## src/rtl/fc_failover_pkg.sv

```systemverilog
// Shared definitions for the fast-command source failover selector:
// FSM state encodings, channel-index width helper and a priority encoder.
package fc_failover_pkg;

   localparam logic [1:0] ST_NONE   = 2'd0;
   localparam logic [1:0] ST_GUARD  = 2'd1;
   localparam logic [1:0] ST_ACTIVE = 2'd2;

   typedef struct packed {
      logic       found;
      logic [3:0] idx;
   } prienc_t;

   function automatic int chWidth(input int nCh);
      return (nCh <= 2) ? 1 : $clog2(nCh);
   endfunction

   // Lowest set bit wins, so channel 0 has the highest priority.
   function automatic prienc_t lowestSet(input logic [15:0] vec);
      prienc_t res;
      res.found = 1'b0;
      res.idx   = 4'd0;
      for (int i = 15; i >= 0; i--) begin
         if (vec[i]) begin
            res.found = 1'b1;
            res.idx   = 4'(i);
         end
      end
      return res;
   endfunction

endpackage

```

## src/rtl/fc_src_qualifier.sv

```systemverilog
// One channel's hold-off timer: a source is qualified only after it has been
// alive and enabled for HOLDOFF_CYCLES consecutive cycles.
module fc_src_qualifier
   import fc_failover_pkg::*;
#(
   parameter int HOLDOFF_CYCLES = 1024
) (
   input  logic clk,
   input  logic reset_in,
   input  logic i_alive,
   input  logic i_enable,
   output logic o_qualified
);

   localparam int CNT_W = (HOLDOFF_CYCLES < 1) ? 1 : $clog2(HOLDOFF_CYCLES + 1);
   localparam logic [CNT_W-1:0] HOLD_MAX = CNT_W'(HOLDOFF_CYCLES);

   logic [CNT_W-1:0] r_count;
   logic             r_qual;
   logic             w_on;

   assign w_on        = i_alive && i_enable;
   assign o_qualified = r_qual;

   // Qualification drops on the same edge the counter clears, so loss is never delayed.
   always_ff @(posedge clk or posedge reset_in) begin
      if (reset_in) begin
         r_count <= '0;
         r_qual  <= 1'b0;
      end else if (!w_on) begin
         r_count <= '0;
         r_qual  <= 1'b0;
      end else begin
         if (r_count != HOLD_MAX) begin
            r_count <= r_count + CNT_W'(1);
         end
         r_qual <= (r_count == HOLD_MAX);
      end
   end

endmodule

```

## src/rtl/fc_source_failover.sv

```systemverilog
// N-channel fast-command source selector with hold-off qualification, priority,
// manual override, optional revertive failover and an idle guard on every switch.
// Optional statistics (switch_count, last_lost_ch, stats_clear): FC_FAILOVER_STATS_EN.
module fc_source_failover
   import fc_failover_pkg::*;
#(
   parameter int   N_CH           = 4,
   parameter int   HOLDOFF_CYCLES = 1024,
   parameter int   GUARD_CYCLES   = 64,
   parameter logic IDLE_LEVEL     = 1'b0,
   parameter int   REVERTIVE      = 1,
   localparam int  CH_W           = chWidth(N_CH)
) (
   input  logic            clk,
   input  logic            reset_in,
   input  logic [N_CH-1:0] fc_rise,
   input  logic [N_CH-1:0] fc_fall,
   input  logic [N_CH-1:0] src_alive,
   input  logic [N_CH-1:0] cfg_edgesel,
   input  logic [N_CH-1:0] cfg_invert,
   input  logic [N_CH-1:0] cfg_enable,
   input  logic            cfg_manual_en,
   input  logic [CH_W-1:0] cfg_manual_ch,
   output logic            FC_out,
   output logic [CH_W-1:0] active_ch,
   output logic            active_valid,
   output logic            switching,
   output logic [N_CH-1:0] qualified
`ifdef FC_FAILOVER_STATS_EN
   ,
   input  logic            stats_clear,
   output logic [15:0]     switch_count,
   output logic [CH_W-1:0] last_lost_ch
`endif
);

   localparam int GCNT_W = (GUARD_CYCLES < 2) ? 1 : $clog2(GUARD_CYCLES);
   localparam logic [GCNT_W-1:0] GUARD_LAST = (GUARD_CYCLES == 0) ? '0 : GCNT_W'(GUARD_CYCLES - 1);

   logic [1:0]        r_state;
   logic [CH_W-1:0]   r_activeCh;
   logic [GCNT_W-1:0] r_guardCnt;
   logic              r_fc;

   logic [N_CH-1:0]   w_data;
   logic [N_CH-1:0]   w_qual;
   logic [15:0]       w_dataExt;
   logic [15:0]       w_qualExt;
   prienc_t           w_pe;
   logic              w_targetValid;
   logic [CH_W-1:0]   w_target;
   logic              w_targetDiff;
   logic              w_lost;
   logic              w_leaveActive;
   logic [1:0]        w_stateNext;
   logic [CH_W-1:0]   w_chNext;
   logic [GCNT_W-1:0] w_cntNext;
   logic              w_fcNext;

   for (genvar g = 0; g < N_CH; g++) begin : g_ch
      assign w_data[g] = (cfg_edgesel[g] ? fc_fall[g] : fc_rise[g]) ^ cfg_invert[g];

      fc_src_qualifier #(
         .HOLDOFF_CYCLES(HOLDOFF_CYCLES)
      ) u_qual (
         .clk        (clk),
         .reset_in   (reset_in),
         .i_alive    (src_alive[g]),
         .i_enable   (cfg_enable[g]),
         .o_qualified(w_qual[g])
      );
   end

   assign w_dataExt = 16'(w_data);
   assign w_qualExt = 16'(w_qual);
   assign w_pe      = lowestSet(w_qualExt);

   assign w_targetValid = cfg_manual_en ? ((int'(cfg_manual_ch) < N_CH) && w_qualExt[cfg_manual_ch])
                                        : w_pe.found;
   assign w_target      = cfg_manual_en ? cfg_manual_ch : CH_W'(w_pe.idx);
   assign w_targetDiff  = w_targetValid && (w_target != r_activeCh);
   assign w_lost        = !w_qualExt[r_activeCh];

   // In manual mode the forced channel always rules; in auto mode a healthy
   // channel is only pre-empted by a better one when failover is revertive.
   assign w_leaveActive = cfg_manual_en ? (!w_targetValid || w_targetDiff)
                                        : (w_lost || ((REVERTIVE != 0) && w_targetDiff));

   always_comb begin
      w_stateNext = r_state;
      w_chNext    = r_activeCh;
      w_cntNext   = r_guardCnt;
      w_fcNext    = IDLE_LEVEL;
      case (r_state)
         ST_NONE: begin
            if (w_targetValid) begin
               w_stateNext = ST_GUARD;
               w_chNext    = w_target;
               w_cntNext   = '0;
            end
         end
         ST_GUARD: begin
            if (w_targetDiff) begin
               w_chNext  = w_target;
               w_cntNext = '0;
            end else if (r_guardCnt == GUARD_LAST) begin
               w_stateNext = w_lost ? ST_NONE : ST_ACTIVE;
            end else begin
               w_cntNext = r_guardCnt + GCNT_W'(1);
            end
         end
         ST_ACTIVE: begin
            if (w_leaveActive) begin
               if (w_targetValid) begin
                  w_stateNext = ST_GUARD;
                  w_chNext    = w_target;
                  w_cntNext   = '0;
               end else begin
                  w_stateNext = ST_NONE;
               end
            end else begin
               w_fcNext = w_dataExt[r_activeCh];
            end
         end
         default: begin
            w_stateNext = ST_NONE;
         end
      endcase
   end

   always_ff @(posedge clk or posedge reset_in) begin
      if (reset_in) begin
         r_state    <= ST_NONE;
         r_activeCh <= '0;
         r_guardCnt <= '0;
         r_fc       <= IDLE_LEVEL;
      end else begin
         r_state    <= w_stateNext;
         r_activeCh <= w_chNext;
         r_guardCnt <= w_cntNext;
         r_fc       <= w_fcNext;
      end
   end

   assign FC_out       = r_fc;
   assign active_ch    = r_activeCh;
   assign active_valid = (r_state == ST_ACTIVE);
   assign switching    = (r_state == ST_GUARD);
   assign qualified    = w_qual;

`ifdef FC_FAILOVER_STATS_EN
   logic [15:0]     r_switchCount;
   logic [CH_W-1:0] r_lastLostCh;

   // Clear takes precedence over a same-cycle event.
   always_ff @(posedge clk or posedge reset_in) begin
      if (reset_in) begin
         r_switchCount <= '0;
         r_lastLostCh  <= '0;
      end else if (stats_clear) begin
         r_switchCount <= '0;
         r_lastLostCh  <= '0;
      end else if (r_state == ST_ACTIVE) begin
         if (w_leaveActive && (r_switchCount != 16'hFFFF)) begin
            r_switchCount <= r_switchCount + 16'd1;
         end
         if (w_lost) begin
            r_lastLostCh <= r_activeCh;
         end
      end
   end

   assign switch_count = r_switchCount;
   assign last_lost_ch = r_lastLostCh;
`endif

endmodule

```

## config.mk

```make
export PLATFORM = sky130hd
export DESIGN_NAME = fc_source_failover
export DESIGN_NICKNAME = d
export VERILOG_FILES = /design/src/rtl/fc_failover_pkg.sv /design/src/rtl/fc_src_qualifier.sv /design/src/rtl/fc_source_failover.sv
export SDC_FILE = /design/constraint.sdc
export NUM_CORES = 1
export LEC_CHECK = 0
export ABC_CLOCK_PERIOD_IN_PS = 2550
export CORE_MARGIN = 2
export CORE_UTILIZATION = 30
export DETAILED_ROUTE_END_ITERATION = 7
export PLACE_DENSITY = 0.51
export SYNTH_ARGS = -nofsm -noshare
export SYNTH_HDL_FRONTEND = slang
export SYNTH_HIERARCHICAL = 1
export SYNTH_SLANG_ARGS = --single-unit
```

## constraint.sdc

```tcl
create_clock -name clk -period 2.55 [get_ports clk]
set_input_delay 0.255 -clock clk [delete_from_list [all_inputs] [get_ports clk]]
set_output_delay 0.255 -clock clk [all_outputs]
set_load 0.01 [all_outputs]
```

==> results.md, run 1 <==
- Yosys top cell by area: dfrtp_1
- Net switching power: 0.691 mW
- Setup TNS: 0 ns
- Power Density: 606 nW/um^2
- Worst setup SP type: flip-flop
- Initial DRC count: 117
- Die Area: 12200 sq um
- Combinational family with the most area after synthesis: simple AND/OR/NAND/NOR gates
- Vias per std cell: 5.03
- Synth async-reset ratio: 100%
- Sequential cell area: 1480 sq um
- Post-Synth Simple-Gate Area: 22.8%
- Register share of total power: 41.3%
- Worst setup endpoint: active_ch[1]$_DFFE_PP0P_
- Synth top area cells: dfrtp_1, a21oi_1, inv_1
- Critical-path maximum fanout: 7
- Post-DP Area: 3930 sq um
- Register-to-register setup slack: 0.39 ns
- Least-Margin Pin Slew: 0.637 ns
- Filler cells: 1109
- Chip height: 110 um
- PortBufs: 37
- N_diodes: 0
- Type of the worst setup path: reg2reg
- Crit path from: g_ch[0].u_qual/o_qualified$_DFF_PP0_
- Switch share: 27.1%
- Synthesized-area fraction occupied by adder cells: 3.32%
- Worst r2r dst: active_ch[1]$_DFFE_PP0P_
- Mapped Nets: 391
- Slew Limit Fails: 0
- First-pass GRT wire length: 12800 um
- WP data required: 2.76 ns
- Starting Density: 31.0%
- Critical Path AT: 2.37 ns
- Fmax: 463 MHz
- Outcome: finished, final reports clean
- Worst VDD drop: 235 uV
- Final net count: 437
- RSZ-0062 raised after global routing: false
- Top cell type's share of synthesized area: 43.5%
- Int Pwr: 1.86 mW
- Root Driver: clkbuf_16
- Clk buf depth: 2
- Die W: 110 um
- Final setup viols: 0
- Largest net degree at the start of global routing: 13
- Number of flops mapped to enable cells by yosys: 0
- Clock power frac: 43.9%
- Core area: 10900 sq um
- Initial antenna violation count: 0
- Pre-Repair DR Iteration Count: 6
- Final Hold Viols: 0
- Flops & latches, synth: 59
- Vias in the first global route: 2700
- # IOs: 38
- HP Class: in2async
- Mapped Cells: 353
- Tot GR Track Use: 13.8%
- Power share of the combinational group: 14.8%
- Reg clk slew, reported paths: 0.06 ns
- Reg2reg start: g_ch[0].u_qual/o_qualified$_DFF_PP0_
- Rows: 38
- Placer Congestion: 0.782
- Post-synthesis xor/xnor area fraction: 4.13%
- Clk_skew: 0.00826 ns
- Hold Buf Count CTS: 0
- Design area: 4210 sq um
- Post_cts resized: 0
- DR WL/cell: 14.1 um
- Max_cap viols: 0
- Syn-to-layout area delta: 24.2%
- Tcrit/Tclk final: 84.8%
- Postcts setup bufs: 0
- CTS H-tree lvls: 3
- Num Clock Sinks: 59
- CTS tree: done
- Post-synth cell types: 42
- Syn Area/Cell: 9.61 sq um
- Part of the Yosys area used for sequential elements: 43.5%
- Period minus WS final: 2.16 ns
- Placed wire-length estimate: 5640 um
- Main synth FF type: dfrtp_1
- Total global routing overflow: 0
- Post-synthesis compound-gate area fraction: 15.7%
- Antenna Nets Post-Route: 0
- TritonCTS buffer count: 9
- Pleak: 1.72 nW
- Share of layout cells above drive strength 1: 11.6%
- Multiplexer share of the synthesized area: 6.27%
- Slew margin rel.: 56.9%
- Crit end category: flip-flop
- Area of the multi-input gates: 1770 sq um
- Via count: 2739
- Post-synthesis cell area: 3390 sq um
- Worst skew pair latency: 0.32 ns
- Synth Warn #: 6
- Register-to-Register Path Depth: 6
- Routed WL: 7660 um
- Remaining DRCs: 0
==> stage by stage <==
step / util, % / total power, mW / instances / hold WS (ns) / setup WS [ns]
CTS: 38.5 / 2.60 / 544 / 0.458 / 0.363
floorplan: - / 1.28 / 353 / 0.107 / 0.495
detailed placement: 36.0 / 1.46 / 528 / 0.535 / 0.130
global placement: 36.0 / 1.44 / 528 / 0.522 / 0.180
global route: 38.5 / 2.68 / 544 / 0.504 / 0.219
finish: 38.5 / 2.55 / 544 / 0.441 / 0.388
==> power groups by stage <==
stage / Sequential [mW] / Combinational, mW / Clock [mW]
CTS: 1.05 / 0.387 / 1.16
finish: 1.05 / 0.379 / 1.12
global route: 1.06 / 0.426 / 1.20
detailed placement: 1.07 / 0.387 / 0
global placement: 1.07 / 0.374 / 0
floorplan: 1.06 / 0.219 / 0
==> area by class of cell <==
| cell class | instances | share of cell area, % |
|---|---|---|
| clock buffer | 10 | 5.67 |
| clock inverter | 6 | 0.980 |
| sequential | 59 | 35.0 |
| timing repair buffer | 39 | 9.15 |
| tap | 140 | 4.16 |
| multi-input combinational | 257 | 42.1 |
| inverter | 33 | 2.94 |
==> how the worst min path moves through the flow <==
stage | end | depth (start not counted)
2_1_floorplan | FC_out$_DFF_PP0_ | 1
3_3_place_gp | r_guardCnt[0]$_DFFE_PP0P_ | 1
3_5_place_dp | r_guardCnt[0]$_DFFE_PP0P_ | 1
4_1_cts | FC_out$_DFF_PP0_ | 2
5_1_grt | r_state[0]$_DFFE_PP0P_ | 2
6_report | FC_out$_DFF_PP0_ | 2
==> registers in the layout (all words and copies together) (netlist names) <==
name and count:
FC_out 1, g_ch.u_qual/r_count 44, g_ch.u_qual/o_qualified 4, r_guardCnt 6
active_ch 2, r_state 2
==> per-layer routing <==
metal / vias up / global-route usage [%] / routed length (um)
met3: 7 / 3.53 / 140
met4: 0 / 5.09 / 92
met5: - / 0 / 0
met2: 23 / 23.2 / 3740
met1: 1326 / 17.1 / 3690
li1: 1383 / - / -
==> cells in the final DEF (no fill, tap or decap), drive strengths merged, types with 4 or more instances in the layout <==
cell           synthesis  final
clkbuf                 0     10
nand4                 13     13
nor4b                  4      4
o21ai                 23     23
ha                     9      9
nor2                  21     21
xnor2                  6      6
nand3                 22     22
or4                    8      8
a21oi                 29     29
nand2                 28     28
a311o                  8      8
and2                   4      4
mux2i                 10     10
or3                   16     16
o31ai                 11     11
nor4                   4      4
dfrtp                 59     59
clkdlybuf4s50          0     37
xor2                  10     10
nor2b                  7      7
inv                   33     33
==> cells in the mapped netlist, types with 2 or more instances <==
master / instances
a211oi_1: 2
a21oi_1: 29
a311o_1: 4
a311o_2: 4
and2_1: 4
and3_1: 2
buf_2: 4
dfrtp_1: 59
ha_1: 9
inv_1: 33
mux2_2: 2
mux2i_1: 10
mux4_1: 2
nand2_1: 27
nand2b_1: 2
nand3_1: 21
nand4_1: 5
nand4_2: 8
nor2_1: 21
nor2b_1: 7
nor3_1: 2
nor4_1: 4
nor4b_1: 4
o211ai_1: 2
o21ai_0: 23
o22ai_1: 2
o31ai_1: 11
or3_1: 8
or3_2: 8
or4_1: 8
xnor2_1: 6
xor2_1: 10
==> logic make-up (layout without fill, tap and decap cells) <==
kind of cell	count (synthesis)	count (layout)
AOI/OAI and AO/OA	82	82
xor gates and xnor gates	16	16
adders and majority gates	9	9
buffers and inverters	37	88
DFF	59	59
muxes	16	16
and+or+nand+nor	134	134
==> critical path: stages (launching register included) <==
cell and delay (ns):
dfrtp_1 0.49, mux4_1 0.58, mux2_4 0.29, nand2_2 0.08, o31ai_1 0.09, a21boi_2 0.17
mux2_2 0.35
Note: power is estimated with default switching activity, not from simulation.
==> inputs of run 2 (changes only) <==
--- a/config.mk
+++ b/config.mk
@@ -5,11 +5,11 @@
 export SDC_FILE = /design/constraint.sdc
 export NUM_CORES = 1
 export LEC_CHECK = 0
-export ABC_CLOCK_PERIOD_IN_PS = 2550
+export ABC_CLOCK_PERIOD_IN_PS = 1900
 export CORE_MARGIN = 2
 export CORE_UTILIZATION = 30
 export DETAILED_ROUTE_END_ITERATION = 7
-export PLACE_DENSITY = 0.51
+export PLACE_DENSITY = 0.53
 export SYNTH_ARGS = -nofsm -noshare
 export SYNTH_HDL_FRONTEND = slang
 export SYNTH_HIERARCHICAL = 1
==> constraint.sdc (replaced) <==
create_clock -name clk -period 1.9 [get_ports clk]
set_input_delay 0.19 -clock clk [delete_from_list [all_inputs] [get_ports clk]]
set_output_delay 0.19 -clock clk [all_outputs]
set_load 0.01 [all_outputs]
==> results.md, run 2 (synthesis gave the netlist of run 1 again) <==
- Met1 wire length: 3580 um (-3.0%)
- Max reg flops: 44 (unchanged)
- Die W: 110 um (unchanged)
- Period minus WS final: 2.05 ns (-0.112 ns)
- Slew margin rel.: 55.7% (-1.3 points)
- Starting Density: 31.0% (unchanged)
- Register-to-Register Path Depth: 6 (unchanged)
- Syn-to-layout area delta: 34.8%
- Chip height: 110 um (unchanged)
- Num Clock Sinks: 59 (unchanged)
- Met2 wire len: 3850 um (+2.9%)
- Critical-path maximum fanout: 6 (-1)
- Commonest non-fill, non-tap cell in the layout: dfrtp_1
- Share of layout cells above drive strength 1: 21.6% (+9.9 points)
- Die Area: 12200 sq um (unchanged)
- Fmax: 488 MHz (+5.5%)
- Outcome: complete, but fails checks
- WL met3: 240 um (+71%)
- Final net count: 464 (+6.2%)
- Least-Margin Pin Slew: 0.656 ns (+0.0187 ns)
- Max_cap viols: 0 (unchanged)
- Post-DP Area: 4080 sq um (+3.8%)
- Filler cells: 1068 (-3.7%)
- Vias in the first global route: 2824 (+4.6%)
- CTS H-tree lvls: 3 (unchanged)
- Reg clk slew, reported paths: 0.05 ns (about the same)
- Routed WL: 7770 um (+1.4%)
- Register-to-register setup slack: -0.15 ns (-0.54 ns)
- Tot GR Track Use: 14.1% (+0.27 points)
- Clk buf depth: 2 (unchanged)
- Power Density: 805 nW/um^2 (+33%)
- Final setup viols: 8 (+8)
- TritonCTS buffer count: 9 (unchanged)
- Area of the multi-input gates: 1900 sq um (+7.5%)
- Top layer in use: met4
- Failing checks: negative setup slack
- DR WL/cell: 13.6 um (-3.4%)
- Reg2reg start: g_ch[3].u_qual/o_qualified$_DFF_PP0_
- Worst VDD drop: 552 uV (+130%)
- Worst r2r dst: active_ch[0]$_DFFE_PP0P_
- WP data required: 2.10 ns (-0.66 ns)
- N_diodes: 0 (unchanged)
- Most frequent cells in the layout: dfrtp_1, clkdlybuf4s50_1, inv_1, a21oi_1, buf_4
- Initial antenna violation count: 0 (unchanged)
- Slew Limit Fails: 0 (unchanged)
- Root Driver: clkbuf_16
- Worst skew pair latency: 0.32 ns (about the same)
- Via count: 2846 (+3.9%)
- Worst setup SP type: flip-flop
- Pre-Repair DR Iteration Count: 4 (-2)
- Total global routing overflow: 0 (unchanged)
- CTS tree: done
- Core area: 10900 sq um (unchanged)
- Hold slack: 0.397 ns (-0.0446 ns)
- Remaining DRCs: 0 (unchanged)
- HP Class: in2async
- Initial DRC count: 89 (-24%)
- Placed wire-length estimate: 5650 um (+0.12%)
- Design area: 4570 sq um (+8.5%)
- Biggest register: g_ch.u_qual/r_count
- Clk_skew: 0.00359 ns (-0.00467 ns)
- Tcrit/Tclk final: 108% (+23 points)
- Util after Layout: 41.8% (+3.3 points)
- Final setup margin: -0.150 ns (-0.538 ns)
- Vias per std cell: 4.98 (-1.0%)
- # IOs: 38 (unchanged)
- RSZ-0062 raised after global routing: true
- Placer Congestion: 0.789 (+0.86%)
- Critical Path AT: 2.25 ns (-0.12 ns)
- Pleak: 1.92 nW (+12%)
- Rows: 38 (unchanged)
- PortBufs: 37 (unchanged)
- Antenna Nets Post-Route: 0 (unchanged)
- First-pass GRT wire length: 13400 um (+4.5%)
- Largest net degree at the start of global routing: 13 (unchanged)
- Type of the worst setup path: reg2reg
- Crit end category: flip-flop
- Final Hold Viols: 0 (unchanged)
- Sequential cell area: 1480 sq um (+0.42%)
[run 2: area by class of cell]
| cell class | instances | share of cell area (%) |
|---|---|---|
| multi-input cells | 257 | 41.7 |
| flip-flops and latches | 59 | 32.4 |
| repair buffers | 66 | 13.0 |
| clock buffers | 15 | 6.29 |
| well taps | 140 | 3.83 |
| inverters | 33 | 2.71 |
| clock inverters | 1 | 0.109 |
[run 2: worst max-delay path by stage]
stage,startpoint,slack [ns],end
after detailed placement,cfg_manual_ch[1],-0.43,active_ch[1]$_DFFE_PP0P_
final,g_ch[3].u_qual/o_qualified$_DFF_PP0_,-0.15,active_ch[0]$_DFFE_PP0P_
after global placement,cfg_manual_ch[1],-0.41,active_ch[1]$_DFFE_PP0P_
after CTS,g_ch[3].u_qual/o_qualified$_DFF_PP0_,-0.14,active_ch[0]$_DFFE_PP0P_
after floorplan,active_ch[1]$_DFFE_PP0P_,-0.05,active_ch[1]$_DFFE_PP0P_
after global routing,g_ch[2].u_qual/o_qualified$_DFF_PP0_,-0.26,r_guardCnt[1]$_DFFE_PP0P_
[run 2: timing repair]
action                     in CTS  in global routing
hold buffers                    0                  0
setup buffers                   5                  3
setup endpoints to repair      11                 12
pin swaps                       6                 12
resized for setup              11                 19
[run 2: metrics by stage]
step	TNS (ns)	total power [mW]	setup WS [ns]	cells
2_1_floorplan	-0.108	1.72	-0.0546	353
3_3_place_gp	-3.67	1.98	-0.408	548
3_5_place_dp	-3.94	2.00	-0.426	548
4_1_cts	-0.867	3.66	-0.135	569
5_1_grt	-1.81	3.88	-0.262	571
6_report	-0.612	3.68	-0.150	571
[run 2: power breakdown]
group          leakage (nW)  internal (mW)  total (mW)  switching [mW]
logic                 0.977          0.365       0.714           0.349
clock network         0.146           1.02        1.57           0.544
registers             0.799           1.33        1.40          0.0683
[run 2: critical path, stage by stage, from the launching register on]
cell and delay [ns]:
dfrtp_2 0.45, mux4_2 0.51, mux2_4 0.30, nand2_4 0.07, o31ai_2 0.07, a21boi_2 0.21, mux2_4 0.32
[run 2: layer usage]
metal,track usage [%],up-vias
li1,-,1436
met1,18.1,1368
met2,23.1,35
met3,3.88,7
met4,4.38,0
met5,0,-
